### src/rtl/tt3_sweep_ctrl_if.sv
// Host/gate-side signal bundle for tt3_sweep_ctrl; the controller takes the slave modport.
interface tt3_sweep_ctrl_if;
    logic       start;
    logic       abort;
    logic [7:0] expected;
    logic       gate_out;
    logic       in1;
    logic       in2;
    logic       in3;
    logic       busy;
    logic       done;
    logic [7:0] tt;
    logic       match;
    logic [2:0] fail_row;

    modport master (
        output start, abort, expected, gate_out,
        input  in1, in2, in3, busy, done, tt, match, fail_row
    );

    modport slave (
        input  start, abort, expected, gate_out,
        output in1, in2, in3, busy, done, tt, match, fail_row
    );
endinterface

### src/rtl/tt3_sweep_ctrl.sv
// Sweeps the 8 rows of a 3-input gate, samples its output and checks the code (optional TT3_SWEEP_EARLY_STOP_EN).
// Latency: done 8*(SETTLE_CYCLES+1) edges after start is accepted (fewer with early stop).
// Backpressure: none; start is ignored while busy, abort cancels without a done pulse.
module tt3_sweep_ctrl #(
    parameter int SETTLE_CYCLES = 16,
    parameter int CNT_W         = 8
) (
    input  logic            clk,
    input  logic            rst_n,
    tt3_sweep_ctrl_if.slave bus
);

    typedef enum logic [1:0] {IDLE, SETTLE, SAMPLE, DONE} state_t;

    localparam logic [CNT_W-1:0] CNT_LAST = CNT_W'(SETTLE_CYCLES - 1);

    state_t           state;
    state_t           state_nxt;
    logic [CNT_W-1:0] cnt;
    logic [2:0]       row;
    logic [7:0]       tt_q;
    logic             match_q;
    logic [2:0]       fail_q;
    logic [7:0]       tt_smp;
    logic [2:0]       first_bad;

    // Code as it will look once the current row's sample is folded in.
    always_comb begin
        tt_smp = tt_q;
        tt_smp[3'd7 - row] = bus.gate_out;
    end

    always_comb begin
        first_bad = 3'd0;
        for (int r = 7; r >= 0; r--) begin
            if (tt_smp[7-r] != bus.expected[7-r]) first_bad = 3'(r);
        end
    end

    always_ff @(posedge clk or negedge rst_n) begin
        if (!rst_n) state <= IDLE;
        else        state <= state_nxt;
    end

    always_comb begin
        state_nxt = state;
        case (state)
            IDLE:   if (bus.start && !bus.abort) state_nxt = SETTLE;
            SETTLE: begin
                if (bus.abort)            state_nxt = IDLE;
                else if (cnt == CNT_LAST) state_nxt = SAMPLE;
            end
            SAMPLE: begin
                if (bus.abort)        state_nxt = IDLE;
                else if (row == 3'd7) state_nxt = DONE;
`ifdef TT3_SWEEP_EARLY_STOP_EN
                else if (bus.gate_out != bus.expected[3'd7 - row]) state_nxt = DONE;
`endif
                else                  state_nxt = SETTLE;
            end
            DONE:   state_nxt = IDLE;
            default: state_nxt = IDLE;
        endcase
    end

    // Row drives the gate directly from a flop, so inputs only move on row boundaries.
    always_ff @(posedge clk or negedge rst_n) begin
        if (!rst_n) begin
            cnt     <= '0;
            row     <= 3'd0;
            tt_q    <= 8'h00;
            match_q <= 1'b0;
            fail_q  <= 3'd0;
        end else begin
            case (state)
                IDLE: begin
                    if (state_nxt == SETTLE) begin
                        cnt     <= '0;
                        row     <= 3'd0;
                        tt_q    <= 8'h00;
                        match_q <= 1'b0;
                        fail_q  <= 3'd0;
                    end
                end
                SETTLE: begin
                    if (bus.abort) begin
                        row     <= 3'd0;
                        match_q <= 1'b0;
                    end else begin
                        cnt <= cnt + 1'b1;
                    end
                end
                SAMPLE: begin
                    if (bus.abort) begin
                        row     <= 3'd0;
                        match_q <= 1'b0;
                    end else if (state_nxt == DONE) begin
                        // Verdict is registered on entry to DONE so it is valid alongside done.
                        tt_q    <= tt_smp;
                        match_q <= (tt_smp == bus.expected);
                        fail_q  <= first_bad;
                        row     <= 3'd0;
                    end else begin
                        tt_q <= tt_smp;
                        row  <= row + 3'd1;
                        cnt  <= '0;
                    end
                end
                default: ;
            endcase
        end
    end

    always_comb begin
        bus.busy     = (state == SETTLE) || (state == SAMPLE);
        bus.done     = (state == DONE);
        bus.in1      = row[2];
        bus.in2      = row[1];
        bus.in3      = row[0];
        bus.tt       = tt_q;
        bus.match    = match_q;
        bus.fail_row = fail_q;
    end

endmodule

### src/flat_wrapper.sv
// flat-port wrapper written by rule: the top's interface ports become plain ports
module tt3_sweep_ctrl_flat 
#(
    parameter int SETTLE_CYCLES = 16,
    parameter int CNT_W         = 8
)
  (clk, rst_n, bus_start, bus_abort, bus_expected, bus_gate_out, bus_in1, bus_in2, bus_in3, bus_busy, bus_done, bus_tt, bus_match, bus_fail_row);
  tt3_sweep_ctrl_if bus_i ();
  input  logic clk;
  input  logic rst_n;
  input wire logic [$bits(bus_i.start)-1:0] bus_start;
  input wire logic [$bits(bus_i.abort)-1:0] bus_abort;
  input wire logic [$bits(bus_i.expected)-1:0] bus_expected;
  input wire logic [$bits(bus_i.gate_out)-1:0] bus_gate_out;
  output wire logic [$bits(bus_i.in1)-1:0] bus_in1;
  output wire logic [$bits(bus_i.in2)-1:0] bus_in2;
  output wire logic [$bits(bus_i.in3)-1:0] bus_in3;
  output wire logic [$bits(bus_i.busy)-1:0] bus_busy;
  output wire logic [$bits(bus_i.done)-1:0] bus_done;
  output wire logic [$bits(bus_i.tt)-1:0] bus_tt;
  output wire logic [$bits(bus_i.match)-1:0] bus_match;
  output wire logic [$bits(bus_i.fail_row)-1:0] bus_fail_row;
  assign bus_i.start = bus_start;
  assign bus_i.abort = bus_abort;
  assign bus_i.expected = bus_expected;
  assign bus_i.gate_out = bus_gate_out;
  assign bus_in1 = bus_i.in1;
  assign bus_in2 = bus_i.in2;
  assign bus_in3 = bus_i.in3;
  assign bus_busy = bus_i.busy;
  assign bus_done = bus_i.done;
  assign bus_tt = bus_i.tt;
  assign bus_match = bus_i.match;
  assign bus_fail_row = bus_i.fail_row;
  tt3_sweep_ctrl #(.SETTLE_CYCLES(SETTLE_CYCLES), .CNT_W(CNT_W)) u_core (.clk(clk), .rst_n(rst_n), .bus(bus_i));
endmodule
### config.mk
export PLATFORM = sky130hd
export DESIGN_NAME = tt3_sweep_ctrl_flat
export DESIGN_NICKNAME = d
export VERILOG_FILES = /design/src/rtl/tt3_sweep_ctrl_if.sv /design/src/rtl/tt3_sweep_ctrl.sv /design/src/flat_wrapper.sv
export SDC_FILE = /design/constraint.sdc
export NUM_CORES = 1
export LEC_CHECK = 0
export ABC_AREA = 1
export BUFFER_PORTS_ARGS = -buffer_cell sky130_fd_sc_hd__buf_2
export CELL_PAD_IN_SITES_DETAIL_PLACEMENT = 0
export CELL_PAD_IN_SITES_GLOBAL_PLACEMENT = 1
export CORE_AREA = 2 2 70 72
export CTS_CLUSTER_DIAMETER = 50
export DETAILED_ROUTE_END_ITERATION = 16
export DIE_AREA = 0 0 72 74
export GPL_TIMING_DRIVEN = 0
export PLACE_DENSITY_LB_ADDON = 0.05
export SYNTH_ARGS = -nofsm -noshare
export SYNTH_HDL_FRONTEND = slang
export SYNTH_SLANG_ARGS = --single-unit
### constraint.sdc
create_clock -name clk -period 5.03 [get_ports clk]
set_input_delay 0.2515 -clock clk [delete_from_list [all_inputs] [get_ports clk]]
set_output_delay 0.2515 -clock clk [all_outputs]
set_load 0.05 [all_outputs]
==> results by group <==
Status
  – Status: complete, but fails checks
  – Failing checks: negative hold slack

STA
  – Crit share post-route: between 40% and 50%
  – Tmin final: 2.18 ns
  – Max_slew headroom: 52.6%
  – Final setup viols: 0
  – Skew final: 0.00450 ns
  – Min Hold Slack: -0.0252 ns
  – Max Freq: 459 MHz
  – RSZ-0062 raised after global routing: no
  – Final Slew Violations: 0
  – Final hold viol count: 25
  – Worst-Margin Slew: approximately 0.7 ns
  – Setup_tns: 0 ns
  – Fin worst setup slack: 2.85 ns

Routing
  – ANT nets after route: 0
  – WL/cell: 12.8 um
  – DR pass1 iterations: 4
  – DRC: 0
  – Routed WL: 4.70 mm
  – DR vias: 1835
  – Vias/cell: 5.00
  – Initial DRC Count: 88

Clocking
  – CTS Hold Bufs: 0
  – Reg clk slew, reported paths: 0.10 ns
  – CTS tree: yes
  – Post-CTS sizing: 0
  – H-tree depth: 1
  – Post-CTS setup buffer count: 0
  – Sink Count: 25
  – CTS Buf Count: 3
  – Longest Clk Path Bufs: 2
  – Clock Latency Late Sink: 0.27 ns
  – Root Driver: clkbuf_8

Pwr
  – Combinational power share: 62.4%
  – Cell leakage power: 0.00118 uW
  – Pwr/cell area: 466 nW/um^2
  – Switching pwr: between 500 and 600 uW
  – Total power: a little over 1000 uW
  – Pint: approximately 460 uW
  – Switching fraction of total power: a little over half
  – Flop pwr share: around 25%
  – Clock network power share: 12.5%
  – Maximum vdd drop: 0.202 mV

Logic synthesis
  – Mean post-synth cell area: approximately 7 um^2
  – Synth Instances: 280
  – Cell Area, Synth: 1920 um^2
  – Syn_nets: 300
  – Synthesis-stage register bit count: 25
  – Register area share after synthesis: between 30 and 40%
  – Synth Warn #: 0
  – Number of distinct library cells after synthesis: 30

Place
  – Post-place setup slack: 2.87 ns
  – GP Congestion: 0.778
  – Post-Place Cell Area: about 2100 um^2
  – Dpl hpwl: between 3 and 4 mm
  – Port buffer count: 29

Critical path
  – Crit path max-delay cell type: nor2_1
  – WP depth: 8
  – Crit end category: flip-flop
  – Arr. time, crit path: 2.35 ns
  – Max incr delay on CP: 0.55 ns
  – Kind of cell adding the most delay to the critical path: simple AND/OR/NAND/NOR gates
  – CP Launch Point: u_core.state[1]
  – Reg2reg start: u_core.state[1]
  – R2r setup slk: ~2.9 ns
  – End point of the critical path: u_core.cnt[7]
  – R2R depth: 8
  – Worst reg2reg endpoint: u_core.cnt[7]
  – Cell Chain, Critical Path: inv_1 > ha_1 > inv_1 > a21oi_1 > nor2_1 > nand3_4 > nand2_1 > nand2_1
  – CP max FO: 9
  – Req. time, crit path: 5.20 ns
  – Critical path buffer and inverter count: 2
  – WS Path Type: flip-flop to flip-flop
  – Crit start category: flip-flop

GRT
  – GRT Util Overall: approximately 20%
  – First-pass GRT wire length: 8.36 mm
  – Vias in the first global route: 1810
  – Grt total ovfl: 0
  – Largest net degree at the start of global routing: 26
  – Initial antenna violation count: 0

Cells and area
  – Fraction of layout cells with a size suffix above 1: 18.5%
  – # nets final: 334
  – Finished layout cell area: 2180 um^2
  – Fill count: roughly 500
  – Ant diodes: 0
  – P&R area growth vs syn: 13.5%

Run
  – Max Cap Viol: 0

Die
  – Initial Util: a little over two fifths
  – Std cell rows: 25
  – Core box area: between 4000 and 5000 um^2
  – Ports: 30
  – Die Y: around 74 um
  – DIE WIDTH: 72 um
  – Die area: 5330 um^2

Min path
  – Min-delay worst type: input pin to async pin
## cells in the mapped netlist (all sizes together)
| master | count | area share [%] |
|---|---|---|
| ha | 7 | 4.6 |
| dfrtp | 25 | 33 |
| a21oi | 5 | 2.1 |
| buf | 5 | 1.6 |
| nand3 | 32 | 11 |
| inv | 31 | 6.2 |
| nand3b | 2 | 0.78 |
| o21bai | 1 | 0.39 |
| nand2 | 118 | 25 |
| xnor2 | 1 | 0.46 |
| o21ai | 10 | 2.8 |
| nand4 | 18 | 5.9 |
| nor2 | 21 | 5.1 |
| xor2 | 1 | 0.46 |
| nor3 | 1 | 0.26 |
| nor3b | 2 | 0.78 |
## metrics by stage
step           std cells  util [%]
2_1_floorplan        280         -
3_3_place_gp         363      46.3
3_5_place_dp         363      46.3
4_1_cts              367      47.3
5_1_grt              367      47.3
6_report             367      47.3
## how the worst min path moves through the flow
| stage | cells after the start | startpoint | end |
|---|---|---|---|
| 4_1_cts | 1 | rst_n | u_core.cnt[3] |
| 2_1_floorplan | 0 | rst_n | u_core.bus.fail_row[0] |
| 3_3_place_gp | 1 | rst_n | u_core.state[0] |
| 3_5_place_dp | 1 | rst_n | u_core.state[0] |
| 6_report | 1 | rst_n | u_core.cnt[4] |
| 5_1_grt | 1 | rst_n | u_core.bus.fail_row[2] |
## state kept, by name, summed over array words and instances (netlist names)
| register | flops |
|---|---|
| u_core.bus.fail_row | 3 |
| u_core.state | 2 |
| u_core.cnt | 8 |
| u_core.bus.tt | 8 |
| u_core.bus.match | 1 |
| u_core.row | 3 |
## routing by layer
layer / up-vias / wire length [um] / GRT usage (%)
li1: 969 / - / -
met1: 838 / 2190 / 25.9
met2: 24 / 2360 / 35.9
met4: 0 / 49 / 5.24
met3: 4 / 99 / 2.03
met5: - / 0 / 0
## layout by cell type, fill, tap and decap left out, types with 2 or more instances in the layout
master	Yosys	layout
inv_1	28	28
nand3_1	28	28
dfrtp_1	25	25
inv_2	2	2
nand2_2	5	5
buf_2	4	33
o21ai_1	2	2
nand2_4	2	2
nor3b_1	2	2
nand3b_1	2	2
nand4_1	18	18
nand3_4	3	3
clkbuf_8	0	3
a21oi_1	3	3
ha_1	7	7
nor2_1	19	19
nand2_1	110	110
o21ai_0	7	7
## power by group through the flow
stage / sequential, uW / clock, uW / combinational, uW
finish: 254 / 127 / 633
global route: 259 / 136 / 715
CTS: 255 / 132 / 644
detailed placement: 259 / 0 / 642
global placement: 258 / 0 / 642
floorplan: 307 / 0 / 452
## cell type report
class | instances | area, um^2 | share of cell area, %
Multi-Input combinational cell | 219 | 1140 | 52.4
Sequential cell | 25 | 626 | 28.8
Timing Repair Buffer | 29 | 145 | 6.67
Inverter | 31 | 119 | 5.46
Tap cell | 54 | 67.6 | 3.11
Clock buffer | 3 | 41.3 | 1.90
Buffer | 5 | 31.3 | 1.44
Clock inverter | 1 | 5.00 | 0.230
## cell families after synthesis
family          count (synthesis)  share of synthesized area (%)
simple gates                  194                           48.8
flops                          25                           32.6
compound gates                 16                           5.29
buf+inv                        36                           7.83
xor+xnor                        2                          0.914
fa+ha+maj                       7                           4.57
Note: power is estimated with default switching activity, not from simulation.
